--- config.mk ---
export PLATFORM = sky130hd
export DESIGN_NAME = seg_scan
export DESIGN_NICKNAME = d
export VERILOG_FILES = /design/src/rtl/seg_pkg.sv /design/src/rtl/seg_dec.sv /design/src/rtl/seg_scan.sv
export SDC_FILE = /design/constraint.sdc
export NUM_CORES = 1
export LEC_CHECK = 0
export CAP_MARGIN = 25
export CORE_MARGIN = 2
export CORE_UTILIZATION = 35
export DETAILED_ROUTE_END_ITERATION = 10
export PLACE_DENSITY_LB_ADDON = 0.3
export REMOVE_ABC_BUFFERS = 1
export SLEW_MARGIN = 10
export SYNTH_ARGS = -nofsm -noshare
export SYNTH_HDL_FRONTEND = slang
export SYNTH_SLANG_ARGS = --single-unit
--- constraint.sdc ---
create_clock -name clk -period 3.9 [get_ports clk]
set_input_delay 0.78 -clock clk [delete_from_list [all_inputs] [get_ports clk]]
set_output_delay 0.78 -clock clk [all_outputs]
set_load 0.02 [all_outputs]
--- src/rtl/seg_pkg.sv ---
// seg_pkg
// Shared constants and types for the seven-segment scanner.
//   SEG_BLANK    : segment pattern for a dark digit (all segments and dp off)
//   GLYPH_TABLE  : active-low a..g patterns for hex digits 0..F, index = nibble
//   blink_phase_e: blink phase of the scan, PHASE_ON lights blinking digits
package seg_pkg;

    localparam logic [7:0] SEG_BLANK = 8'hFF;

    // Bit 6 is segment a, bit 0 is segment g; a 0 lights the segment.
    localparam logic [6:0] GLYPH_TABLE [16] = '{
        7'b0000001,  // 0
        7'b1001111,  // 1
        7'b0010010,  // 2
        7'b0000110,  // 3
        7'b1001100,  // 4
        7'b0100100,  // 5
        7'b0100000,  // 6
        7'b0001111,  // 7
        7'b0000000,  // 8
        7'b0000100,  // 9
        7'b0001000,  // A
        7'b1100000,  // b
        7'b0110001,  // C
        7'b1000010,  // d
        7'b0110000,  // E
        7'b0111000   // F
    };

    typedef enum logic {
        PHASE_ON  = 1'b0,
        PHASE_OFF = 1'b1
    } blink_phase_e;

endpackage

--- src/rtl/seg_dec.sv ---
// seg_dec
// Combinational hex-to-seven-segment decoder with decimal point.
//   nibble : hex value to show
//   dp     : decimal point, 1 = lit
//   seg    : active-low segments, seg[7:1] = a..g, seg[0] = dp
module seg_dec
    import seg_pkg::*;
(
    input  logic [3:0] nibble,
    input  logic       dp,
    output logic [7:0] seg
);

    // Glyph lookup plus the inverted decimal point, since the panel is active-low.
    always_comb begin
        seg = {GLYPH_TABLE[nibble], ~dp};
    end

endmodule

--- src/rtl/seg_scan.sv ---
// seg_scan
// Time-multiplexed driver for a common-anode style seven-segment display.
// A prescaler divides clk into digit slots; each slot lights one digit.
// New display contents are captured into a shadow copy by 'load' and only
// become visible at a frame boundary, so a frame never shows mixed data.
// Ports:
//   clk, rst     : clock and synchronous active-high reset
//   load         : one-cycle strobe capturing data/dp/en_mask/blink_mask
//   data         : hex nibble per digit, digit i = data[4i+3:4i]
//   dp           : decimal point per digit, 1 = lit
//   en_mask      : 1 = digit displayed
//   blink_mask   : 1 = digit dark during the blink-off phase
//   seg          : registered active-low segments (a..g, dp)
//   an           : registered active-low digit select, at most one bit low
//   pending      : shadow holds data not yet moved to the active copy
module seg_scan
    import seg_pkg::*;
#(
    parameter int DIGITS       = 8,
    parameter int CLK_DIV      = 50000,
    parameter int BLINK_FRAMES = 64
) (
    input  logic                  clk,
    input  logic                  rst,
    input  logic                  load,
    input  logic [4*DIGITS-1:0]   data,
    input  logic [DIGITS-1:0]     dp,
    input  logic [DIGITS-1:0]     en_mask,
    input  logic [DIGITS-1:0]     blink_mask,
    output logic [7:0]            seg,
    output logic [DIGITS-1:0]     an,
    output logic                  pending
);

    localparam int CNT_W = (CLK_DIV > 1) ? $clog2(CLK_DIV) : 1;
    localparam int IDX_W = (DIGITS > 1) ? $clog2(DIGITS) : 1;
    localparam int FRM_W = (BLINK_FRAMES > 1) ? $clog2(BLINK_FRAMES) : 1;

    localparam logic [CNT_W-1:0] CNT_LAST = CNT_W'(CLK_DIV - 1);
    localparam logic [IDX_W-1:0] IDX_LAST = IDX_W'(DIGITS - 1);
    localparam logic [FRM_W-1:0] FRM_LAST = FRM_W'(BLINK_FRAMES - 1);

    logic [CNT_W-1:0]    cnt;
    logic [IDX_W-1:0]    idx;
    logic                tick;
    logic                frame_end;

    logic [4*DIGITS-1:0] sh_data;
    logic [DIGITS-1:0]   sh_dp;
    logic [DIGITS-1:0]   sh_en;
    logic [DIGITS-1:0]   sh_bm;

    logic [4*DIGITS-1:0] act_data;
    logic [DIGITS-1:0]   act_dp;
    logic [DIGITS-1:0]   act_en;
    logic [DIGITS-1:0]   act_bm;

    logic [FRM_W-1:0]    frm_cnt;
    blink_phase_e        phase_q;
    blink_phase_e        phase_d;

    logic [3:0]          cur_nibble;
    logic                cur_dp;
    logic                blank;
    logic [7:0]          dec_seg;
    logic [7:0]          seg_d;
    logic [DIGITS-1:0]   an_d;

    // The last prescaler count of the last digit slot closes a frame.
    assign tick      = (cnt == CNT_LAST);
    assign frame_end = tick && (idx == IDX_LAST);

    // Prescaler: counts clk cycles within one digit slot.
    always_ff @(posedge clk) begin
        if (rst) begin
            cnt <= '0;
        end else if (tick) begin
            cnt <= '0;
        end else begin
            cnt <= cnt + 1'b1;
        end
    end

    // Digit index: advances once per slot and wraps at the frame boundary.
    always_ff @(posedge clk) begin
        if (rst) begin
            idx <= '0;
        end else if (tick) begin
            if (idx == IDX_LAST) begin
                idx <= '0;
            end else begin
                idx <= idx + 1'b1;
            end
        end
    end

    // Shadow/active double buffer. A load landing exactly on the frame
    // boundary skips the shadow stage so it is shown in the very next frame
    // and leaves nothing pending.
    always_ff @(posedge clk) begin
        if (rst) begin
            sh_data  <= '0;
            sh_dp    <= '0;
            sh_en    <= '0;
            sh_bm    <= '0;
            act_data <= '0;
            act_dp   <= '0;
            act_en   <= '0;
            act_bm   <= '0;
            pending  <= 1'b0;
        end else if (load) begin
            sh_data <= data;
            sh_dp   <= dp;
            sh_en   <= en_mask;
            sh_bm   <= blink_mask;
            if (frame_end) begin
                act_data <= data;
                act_dp   <= dp;
                act_en   <= en_mask;
                act_bm   <= blink_mask;
                pending  <= 1'b0;
            end else begin
                pending  <= 1'b1;
            end
        end else if (frame_end && pending) begin
            act_data <= sh_data;
            act_dp   <= sh_dp;
            act_en   <= sh_en;
            act_bm   <= sh_bm;
            pending  <= 1'b0;
        end
    end

    // Blink state register plus the frame counter that paces it.
    always_ff @(posedge clk) begin
        if (rst) begin
            phase_q <= PHASE_ON;
            frm_cnt <= '0;
        end else begin
            phase_q <= phase_d;
            if (frame_end) begin
                if (frm_cnt == FRM_LAST) begin
                    frm_cnt <= '0;
                end else begin
                    frm_cnt <= frm_cnt + 1'b1;
                end
            end
        end
    end

    // Blink next-state: flip phase when the frame counter completes a period.
    always_comb begin
        phase_d = phase_q;
        if (frame_end && (frm_cnt == FRM_LAST)) begin
            case (phase_q)
                PHASE_ON:  phase_d = PHASE_OFF;
                PHASE_OFF: phase_d = PHASE_ON;
                default:   phase_d = PHASE_ON;
            endcase
        end
    end

    // Blink output: decide whether the digit in the current slot stays dark.
    always_comb begin
        blank = 1'b0;
        if (!act_en[idx]) begin
            blank = 1'b1;
        end else if (act_bm[idx] && (phase_q == PHASE_OFF)) begin
            blank = 1'b1;
        end
    end

    // Pick the nibble and decimal point of the digit currently being scanned.
    always_comb begin
        cur_nibble = act_data[{idx, 2'b00} +: 4];
        cur_dp     = act_dp[idx];
    end

    seg_dec u_dec (
        .nibble (cur_nibble),
        .dp     (cur_dp),
        .seg    (dec_seg)
    );

    // Next panel drive: one anode low for a lit digit, everything dark otherwise.
    always_comb begin
        an_d  = '1;
        seg_d = SEG_BLANK;
        if (!blank) begin
            an_d[idx] = 1'b0;
            seg_d     = dec_seg;
        end
    end

    // Output registers keep the panel pins glitch-free.
    always_ff @(posedge clk) begin
        if (rst) begin
            seg <= SEG_BLANK;
            an  <= '1;
        end else begin
            seg <= seg_d;
            an  <= an_d;
        end
    end

endmodule
# After elaboration in Yosys (flattened, before gate mapping)
# Memories as Yosys holds them, arrays and structs flattened. A register that Yosys moved wholly into a read port is not among the register bits.
# Cells that the tools add are included.
[op_classes]
add_sub_neg = 3
order_cmp = 3
n_eq_ne = 4
n_shift = 1
muxes = 30
bitwise_logic = 4
n_reduce_logical = 9
[op_table]
columns = ["operator", "n"]
rows = [
  ["32-bit 2-to-1 mux", 3],
  ["8-bit 2-to-1 mux", 9],
  ["32-bit by 6-bit variable part select with 4-bit output", 1],
  ["16-bit by 1-bit adder with 16-bit output, second input constant", 1],
  ["16-bit equality test, second input constant", 1],
  ["7-bit 2-to-1 mux", 2],
  ["1-bit binary-select mux with 3-bit select", 3],
  ["1-bit 2-to-1 mux", 9],
  ["8-bit NOT", 1],
  ["6-bit by 1-bit adder with 6-bit output, second input constant", 1],
  ["6-bit equality test, second input constant", 1],
  ["6-bit 2-to-1 mux", 1],
  ["5-bit >= comparator, second input constant", 1],
  ["1-bit logical AND", 5],
  ["4-bit NOT with 5-bit output", 1],
  ["3-bit by 4-bit < comparator with 1-bit output, second input constant", 1],
  ["2-bit OR reduction", 2],
  ["3-bit by 1-bit adder with 3-bit output, second input constant", 1],
  ["1-bit demux with 3-bit select", 1],
  ["3-bit equality test, second input constant", 1],
  ["3-bit by 1-bit >= comparator with 1-bit output, second input constant", 1],
  ["3-bit 2-to-1 mux", 1],
  ["2-bit by 1-bit inequality test with 1-bit output, second input constant", 1],
  ["1-bit NOT", 2],
  ["other kinds (3)", 3],
]
[word_totals]
register_bits = 155
rom_bits = 112
inputBits = 59
output_inout_bits = 17
memories = 1
[memory_table]
columns = ["name", "words", "word_bits", "read_ports", "rd_clocked_by_memory_dff", "wr", "line_no", "rtl"]
rows = [
  ["(no name shown)", 16, 7, 1, 1, 0, "seg_dec.sv:16", "seg = {GLYPH_TABLE[nibble], ~dp};"],
]

# Depth between registers and ports, before layout
# Gate-level depths: netlist of run 1.
[depth]
word_depth = 6
mapped_depth = 11
depth_no_buf = 9

# Modules after synthesis
# A second synthesis of run 1 with hierarchy kept.
[hier_totals]
cells_unflattened = 654
area_unflattened_um2 = 6859.1
[by_module_without_submodules]
columns = ["mod", "instances", "cells_per_inst", "area_per_inst_um2", "seq_area_each_um2"]
rows = [
  ["seg_scan", 1, 622, 6592.6, 3103.0],
  ["seg_dec", 1, 32, 266.5, 0.0],
]

# Least setup slack after synthesis of run 1
# No wires, ideal clock.
[synth_path]
kind = "reg-to-reg"
start = "register idx[1]"
end = "register seg[1]"
setup_time_ns = 0.122
arrival_ns = 2.398
slack_ns = 1.380
path_stages_with_launch = 9
path_buffers = 2
cell_sequence = "dfxtp_1 > buf_6 > buf_6 > mux4_2 > mux2i_1 > inv_1 > ha_1 > mux2_1 > a221o_1"
[synth_between]
elab_chain_len = 6
elab_cells_between_ends = 10
classes_between = "shift: 1; mux: 6; bitwise: 1; reduce/logical: 2"
[synth_lines]
columns = ["item", "line_no", "rtl"]
rows = [
  ["start: declaration", "seg_scan.sv:44", "logic [IDX_W-1:0] idx;"],
  ["start signal: assignment", "seg_scan.sv:92", "idx <= idx + 1'b1;"],
  ["1-bit binary-select mux with 3-bit select", "seg_scan.sv:168", "end else if (act_bm[idx] && (phase_q == PHASE_OFF)) begin"],
  ["1-bit 2-to-1 mux (not written as such)", "seg_scan.sv:168", ""],
  ["1-bit logical AND", "seg_scan.sv:168", ""],
  ["1-bit 2-to-1 mux", "seg_scan.sv:168", ""],
  ["1-bit 2-to-1 mux", "seg_scan.sv:166", "if (!act_en[idx]) begin"],
  ["2-bit OR reduction (no line)", "n/a", ""],
  ["end: declaration", "seg_scan.sv:30", "output logic [7:0] seg,"],
]
# Parallel ways exist; a longest one is shown, timed or not. The select of a mux whose other input is x is not followed.
# A chain may end at the register's enable or synchronous reset.

# Worst setup path after layout of run 1
[layout_path]
start = "register idx[0]"
end = "register seg[1]"
# The elaborated chain is that of the path after synthesis.

==> flow_summary.ini, run 1 <==
[run_status]
outcome = finished, final reports clean

[logic_synthesis]
synth-seq-cells = 155
ys_warn_count = 0
syn_area_um2 = 6290
synth_edf_count = 0
async_reset_ff_frac = 0
synth_xor_area_frac = 0.0195
synth_compound_area_frac = 0.126
avgSynthCellArea_um2 = 9.88
ys_seq_area_frac = 0.493
synth.distinct_cells = 61
synthMuxAreaShare = 0.134
syn_inst = 637
synth_top_family_by_area = simple AND/OR/NAND/NOR gates
synthSimpleGateAreaFrac = 0.165
synth_top_flop_cell = dfxtp_1
synth_fa_ha_area_frac = 0.0199

[die]
die_w_um = 138
rows = 49
fp.dieH_um = 138
start_util = 0.354
die_area_um2 = 19100
io_pins = 76
core-area_um2 = 17800

[global_route]
antenna_found_initial = 0
grt_overflow = 0
grt_pass1_vias = 4508
grt_max_degree = 113
grt_first_pass_wirelength_mm = 22.0
gr-usage-all-layers = 0.143

[power]
vdd_drop_max_mv = 0.274
power_density_nw_per_um2 = 460
leakagePower_uw = 0.00293

[clocking]
cts-resized-gates = 0
cts_buffer_depth = 2
htree_levels = 4
post-cts-setup-buffers = 0
clock-sinks = 155
insertion_delay_ps = 420
clk_pin_slew_ps = 60
holdBufCountCts = 0
cts_tree = yes
root_buffer = clkbuf_16
cts_buffers = 17

[worst_setup_path]
startpoint_type = flip-flop
reg2reg_slack_ps = 860
r2r-end = seg[1]$_SDFF_PP1_
r2r-start = idx[0]$_SDFFE_PP0N_
cp_slowest_cell = dfxtp_1
worstPathArrival_ps = 3350
max_stage_delay_ps = 830
worst-r2r-cell-count = 6
worstPathCellList = clkinv_1, mux2i_1, inv_1, ha_1, mux2_1, a221o_1
crit_required_ps = 4210
critPathCaptureType = flip-flop
crit_fanout = 21
critPathKind = flip-flop to flip-flop
startpoint = idx[0]$_SDFFE_PP0N_
endpoint = seg[1]$_SDFF_PP1_

[finish]
reg_top3 = act_data (32), sh_data (32), cnt (16)
fin_util = 0.439
drive_gt1_frac = 0.0922
mostFrequentLayoutCells = dfxtp_1 (155), nor2_1 (141), clkdlybuf4s50_1 (73), mux2i_1 (63), a211oi_1 (58)
nNetsFinal = 761
diodes = 0
synthToLayoutAreaGrowth_pct = 24.2
fin_cells = 934
layout_commonest_cell = dfxtp_1

[timing]
fin_crit_ps = 3040
fin_crit_sh = 0.779
rsz0062_at_grt = no
worstMarginPinSlew_ps = 794
skew_ps = 13.1
hold_ws_ps = 460
max_freq_ghz = 0.329
hold_viol_final = 0
setup_viol = 0
drv_slew = 0
slew_headroom = 0.470

[placed_design]
place.gp.congestion = 0.792
place_hpwl_mm = 9.40
dpl.cell_count = 902
io_buffers = 75

[routing]
drt-total-wl_mm = 13.2
wl_per_cell_um = 14.1
drtIter0Drc = 262
ant_nets = 0
first_pass_iters = 4
num_vias = 4621
drcViolationCount = 0
via_per_inst = 4.95

[min_path]
min_path_type = flip-flop to flip-flop

[job]
drv_cap = 0
## final cells by class
type                            instances  area, um2
Clock buffer                           17        425
Multi-Input combinational cell        425       2930
Clock inverter                         15        223
Timing Repair Buffer                   80        796
Inverter                               13       48.8
Tap cell                              229        287
Fill cell                            1702       9970
Sequential cell                       155       3100
## where the power goes
part	switching (uW)	internal, uW
clock	651	1140
combinational	86.0	91.2
sequential	11.5	1620
total	748	2850
## logic make-up (layout without fill, tap and decap cells)
kind of cell,Yosys count,in the layout
multiplexers,76,76
buffers and inverters,57,125
AND/OR/NAND/NOR,220,220
XOR/XNOR,14,14
flip-flops,155,155
AO/OA/AOI/OAI,105,105
adder cells (fa/ha/maj),10,10
## cell usage after synthesis (2+ instances only)
master | n | share of area
dfxtp_1 | 155 | 0.49
xor2_1 | 3 | 0.0042
nor2_1 | 141 | 0.084
a221o_1 | 4 | 0.0064
nand2_1 | 10 | 0.0060
mux2i_1 | 63 | 0.10
buf_6 | 3 | 0.0054
nor3_1 | 7 | 0.0056
and4bb_2 | 2 | 0.0040
mux4_2 | 5 | 0.018
a21oi_1 | 9 | 0.0072
or2_2 | 2 | 0.0020
buf_2 | 14 | 0.011
inv_1 | 12 | 0.0072
a211oi_1 | 58 | 0.069
o21ai_1 | 2 | 0.0016
and3_1 | 5 | 0.0050
nand4_1 | 5 | 0.0050
nor4bb_1 | 2 | 0.0032
buf_4 | 3 | 0.0036
nand3_1 | 13 | 0.010
xnor2_1 | 11 | 0.015
or4_1 | 5 | 0.0060
ha_1 | 10 | 0.020
and2b_1 | 2 | 0.0024
buf_1 | 5 | 0.0030
o21ai_0 | 7 | 0.0056
and4_1 | 2 | 0.0028
clkbuf_1 | 19 | 0.011
a221oi_1 | 9 | 0.013
nor2b_1 | 7 | 0.0070
mux2_4 | 3 | 0.0072
mux2_2 | 4 | 0.0072
and2_1 | 4 | 0.0040
or3_1 | 5 | 0.0050
## routing by layer
metal	track usage	wire (um)
met2	0.223	6050
met1	0.190	6520
met5	0	0
met3	0.0409	522
met4	0.0499	93
## worst min-delay path by stage
stage          depth (start not counted)                 start  slack, ps              endpoint
2_1_floorplan                          2  phase_q$_SDFFE_PP0P_        430  phase_q$_SDFFE_PP0P_
3_3_place_gp                           2  phase_q$_SDFFE_PP0P_        440  phase_q$_SDFFE_PP0P_
3_5_place_dp                           2  phase_q$_SDFFE_PP0P_        450  phase_q$_SDFFE_PP0P_
4_1_cts                                2  phase_q$_SDFFE_PP0P_        460  phase_q$_SDFFE_PP0P_
5_1_grt                                2  phase_q$_SDFFE_PP0P_        490  phase_q$_SDFFE_PP0P_
6_report                               2  phase_q$_SDFFE_PP0P_        460  phase_q$_SDFFE_PP0P_
## critical path: cells and delay by family, from the launching register on
| kind | cells | cell delay (ps) |
|---|---|---|
| compound gates | 1 | 340 |
| fa+ha+maj | 1 | 270 |
| buf+inv | 2 | 600 |
| flops | 1 | 830 |
| mux | 2 | 890 |
## per-stage QoR
step           setup WS [ps]  TNS, ps  cell area (um2)  power (uW)
2_1_floorplan          -1150   -61860             6070        1730
3_3_place_gp             978        0             7160        1840
5_1_grt                  522        0             7810        3730
6_report                 864        0             7810        3600
3_5_place_dp             833        0             7160        1850
4_1_cts                  832        0             7810        3640
Power figures use the tool's default switching activity.
==> inputs of run 2 (changes only) <==
clock period = 3.14 ns   (was 3.9 ns; I/O delays follow)
==> run 2 against run 1 <==
Effect of this change: core utilization shrank 0.11 points; sequential power grew 25%; hold slack lost 1.5 ps; die area is the same; maximum frequency grew 7.7%; sequential cell count is the same; highest routed layer unchanged.
==> flow_summary.ini, run 2 (synthesis results as in run 1) <==
[die]
io_pins = 76
rows = 49
die_w_um = 138
fp.dieH_um = 138
die_area_um2 = 19100
start_util = 0.354
core-area_um2 = 17800

[worst_setup_path]
critPathKind = flip-flop to flip-flop
worstPathCellList = buf_4, nor2b_1, a221oi_1, o22a_1, inv_1, ha_1, mux2_1, a221o_1
endpoint = seg[1]$_SDFF_PP1_
r2r-end = seg[1]$_SDFF_PP1_
r2r-start = idx[1]$_SDFFE_PP0N_
max_stage_delay_ps = 700
crit_required_ps = 3450
startpoint = idx[1]$_SDFFE_PP0N_
worst-r2r-cell-count = 8
cp_num_buf_inv = 2
crit_family = compound AO/OA/AOI/OAI gates
cp_slowest_cell = dfxtp_1
critPathCaptureType = flip-flop
startpoint_type = flip-flop
crit_fanout = 16
reg2reg_slack_ps = 320
cp.depth = 8
worstPathArrival_ps = 3130

[timing]
fin_crit_sh = 0.898
rsz0062_at_grt = no
hold_viol_final = 0
setup_viol = 0
max_freq_ghz = 0.355
fin_crit_ps = 2820
worstMarginPinSlew_ps = 646
slew_headroom = 0.565
hold_ws_ps = 458
drv_slew = 0
skew_ps = 11.0

[global_route]
grt_overflow = 0
gr-usage-all-layers = 0.148
grt_max_degree = 76
grt_first_pass_wirelength_mm = 22.9
antenna_found_initial = 0
grt_pass1_vias = 4615

[clocking]
post-cts-setup-buffers = 0
cts_buffers = 17
cts_buffer_depth = 2
htree_levels = 4
holdBufCountCts = 0
clock-sinks = 155
cts_tree = yes
insertion_delay_ps = 430
cts-resized-gates = 0
clk_pin_slew_ps = 60
root_buffer = clkbuf_16

[job]
drv_cap = 0

[placed_design]
place.gp.congestion = 0.809
io_buffers = 75
dpl.cell_count = 909
place_hpwl_mm = 10.0

[routing]
drcViolationCount = 0
drtIter0Drc = 221
wl_per_cell_um = 14.7
ant_nets = 0
first_pass_iters = 4
drt-total-wl_mm = 13.8
via_per_inst = 5.00
num_vias = 4706

[finish]
reg_top3 = act_data (32), sh_data (32), cnt (16)
mostFrequentLayoutCells = dfxtp_1 (155), nor2_1 (141), clkdlybuf4s50_1 (73), mux2i_1 (63), a211oi_1 (58)
nNetsFinal = 768
fin_cells = 941
multiInputGateArea_um2 = 2930
fillers = 1693
layout_commonest_cell = dfxtp_1
diodes = 0
regArea_um2 = 3100
synthToLayoutAreaGrowth_pct = 23.9
drive_gt1_frac = 0.0941

[power]
vdd_drop_max_mv = 0.387
power_density_nw_per_um2 = 540
leakagePower_uw = 0.00293

[min_path]
min_path_type = input port to flip-flop
hold_depth = 2

[run_status]
outcome = finished, final reports clean
## run 2: per-stage QoR
| step | utilization | total power, uW | setup WS, ps | setup TNS [ps] | instance area (um2) |
|---|---|---|---|---|---|
| after floorplan | - | 2150 | -1910 | -104420 | 6070 |
| after global placement | 0.407 | 2290 | 450 | 0 | 7230 |
| after detailed placement | 0.407 | 2300 | 320 | 0 | 7230 |
| after CTS | 0.438 | 4260 | 309 | 0 | 7790 |
| after global routing | 0.438 | 4370 | 96.7 | 0 | 7790 |
| final | 0.438 | 4210 | 320 | 0 | 7790 |
## run 2: worst min path at each step
| stage | slack (ps) | start | to |
|---|---|---|---|
| after global placement | 450 | phase_q$_SDFFE_PP0P_ | phase_q$_SDFFE_PP0P_ |
| after global routing | 450 | rst | sh_data[28]$_SDFFE_PP0P_ |
| final | 460 | rst | sh_data[28]$_SDFFE_PP0P_ |
| after CTS | 440 | rst | sh_data[28]$_SDFFE_PP0P_ |
| after detailed placement | 460 | phase_q$_SDFFE_PP0P_ | phase_q$_SDFFE_PP0P_ |
| after floorplan | 430 | phase_q$_SDFFE_PP0P_ | phase_q$_SDFFE_PP0P_ |
## run 2: layer usage
layer / vias to the layer above / wire length [um] / track usage
li1: 2392 / - / -
met1: 2217 / 6860 / 0.199
met2: 80 / 6300 / 0.229
met3: 17 / 489 / 0.0381
met4: 0 / 191 / 0.0542
met5: - / 0 / 0
## run 2: cell type report
class / count / share of cell area
flip-flops and latches: 155 / 0.398
multi-input cells: 425 / 0.376
repair buffers: 87 / 0.110
clock buffers: 22 / 0.0570
well taps: 229 / 0.0368
clock inverters: 10 / 0.0154
inverters: 13 / 0.00626
## run 2: report_power, final
group | total (uW) | switching (uW) | internal (uW)
combinational | 225 | 110 | 116
clock | 1960 | 786 | 1170
sequential | 2030 | 15.0 | 2010
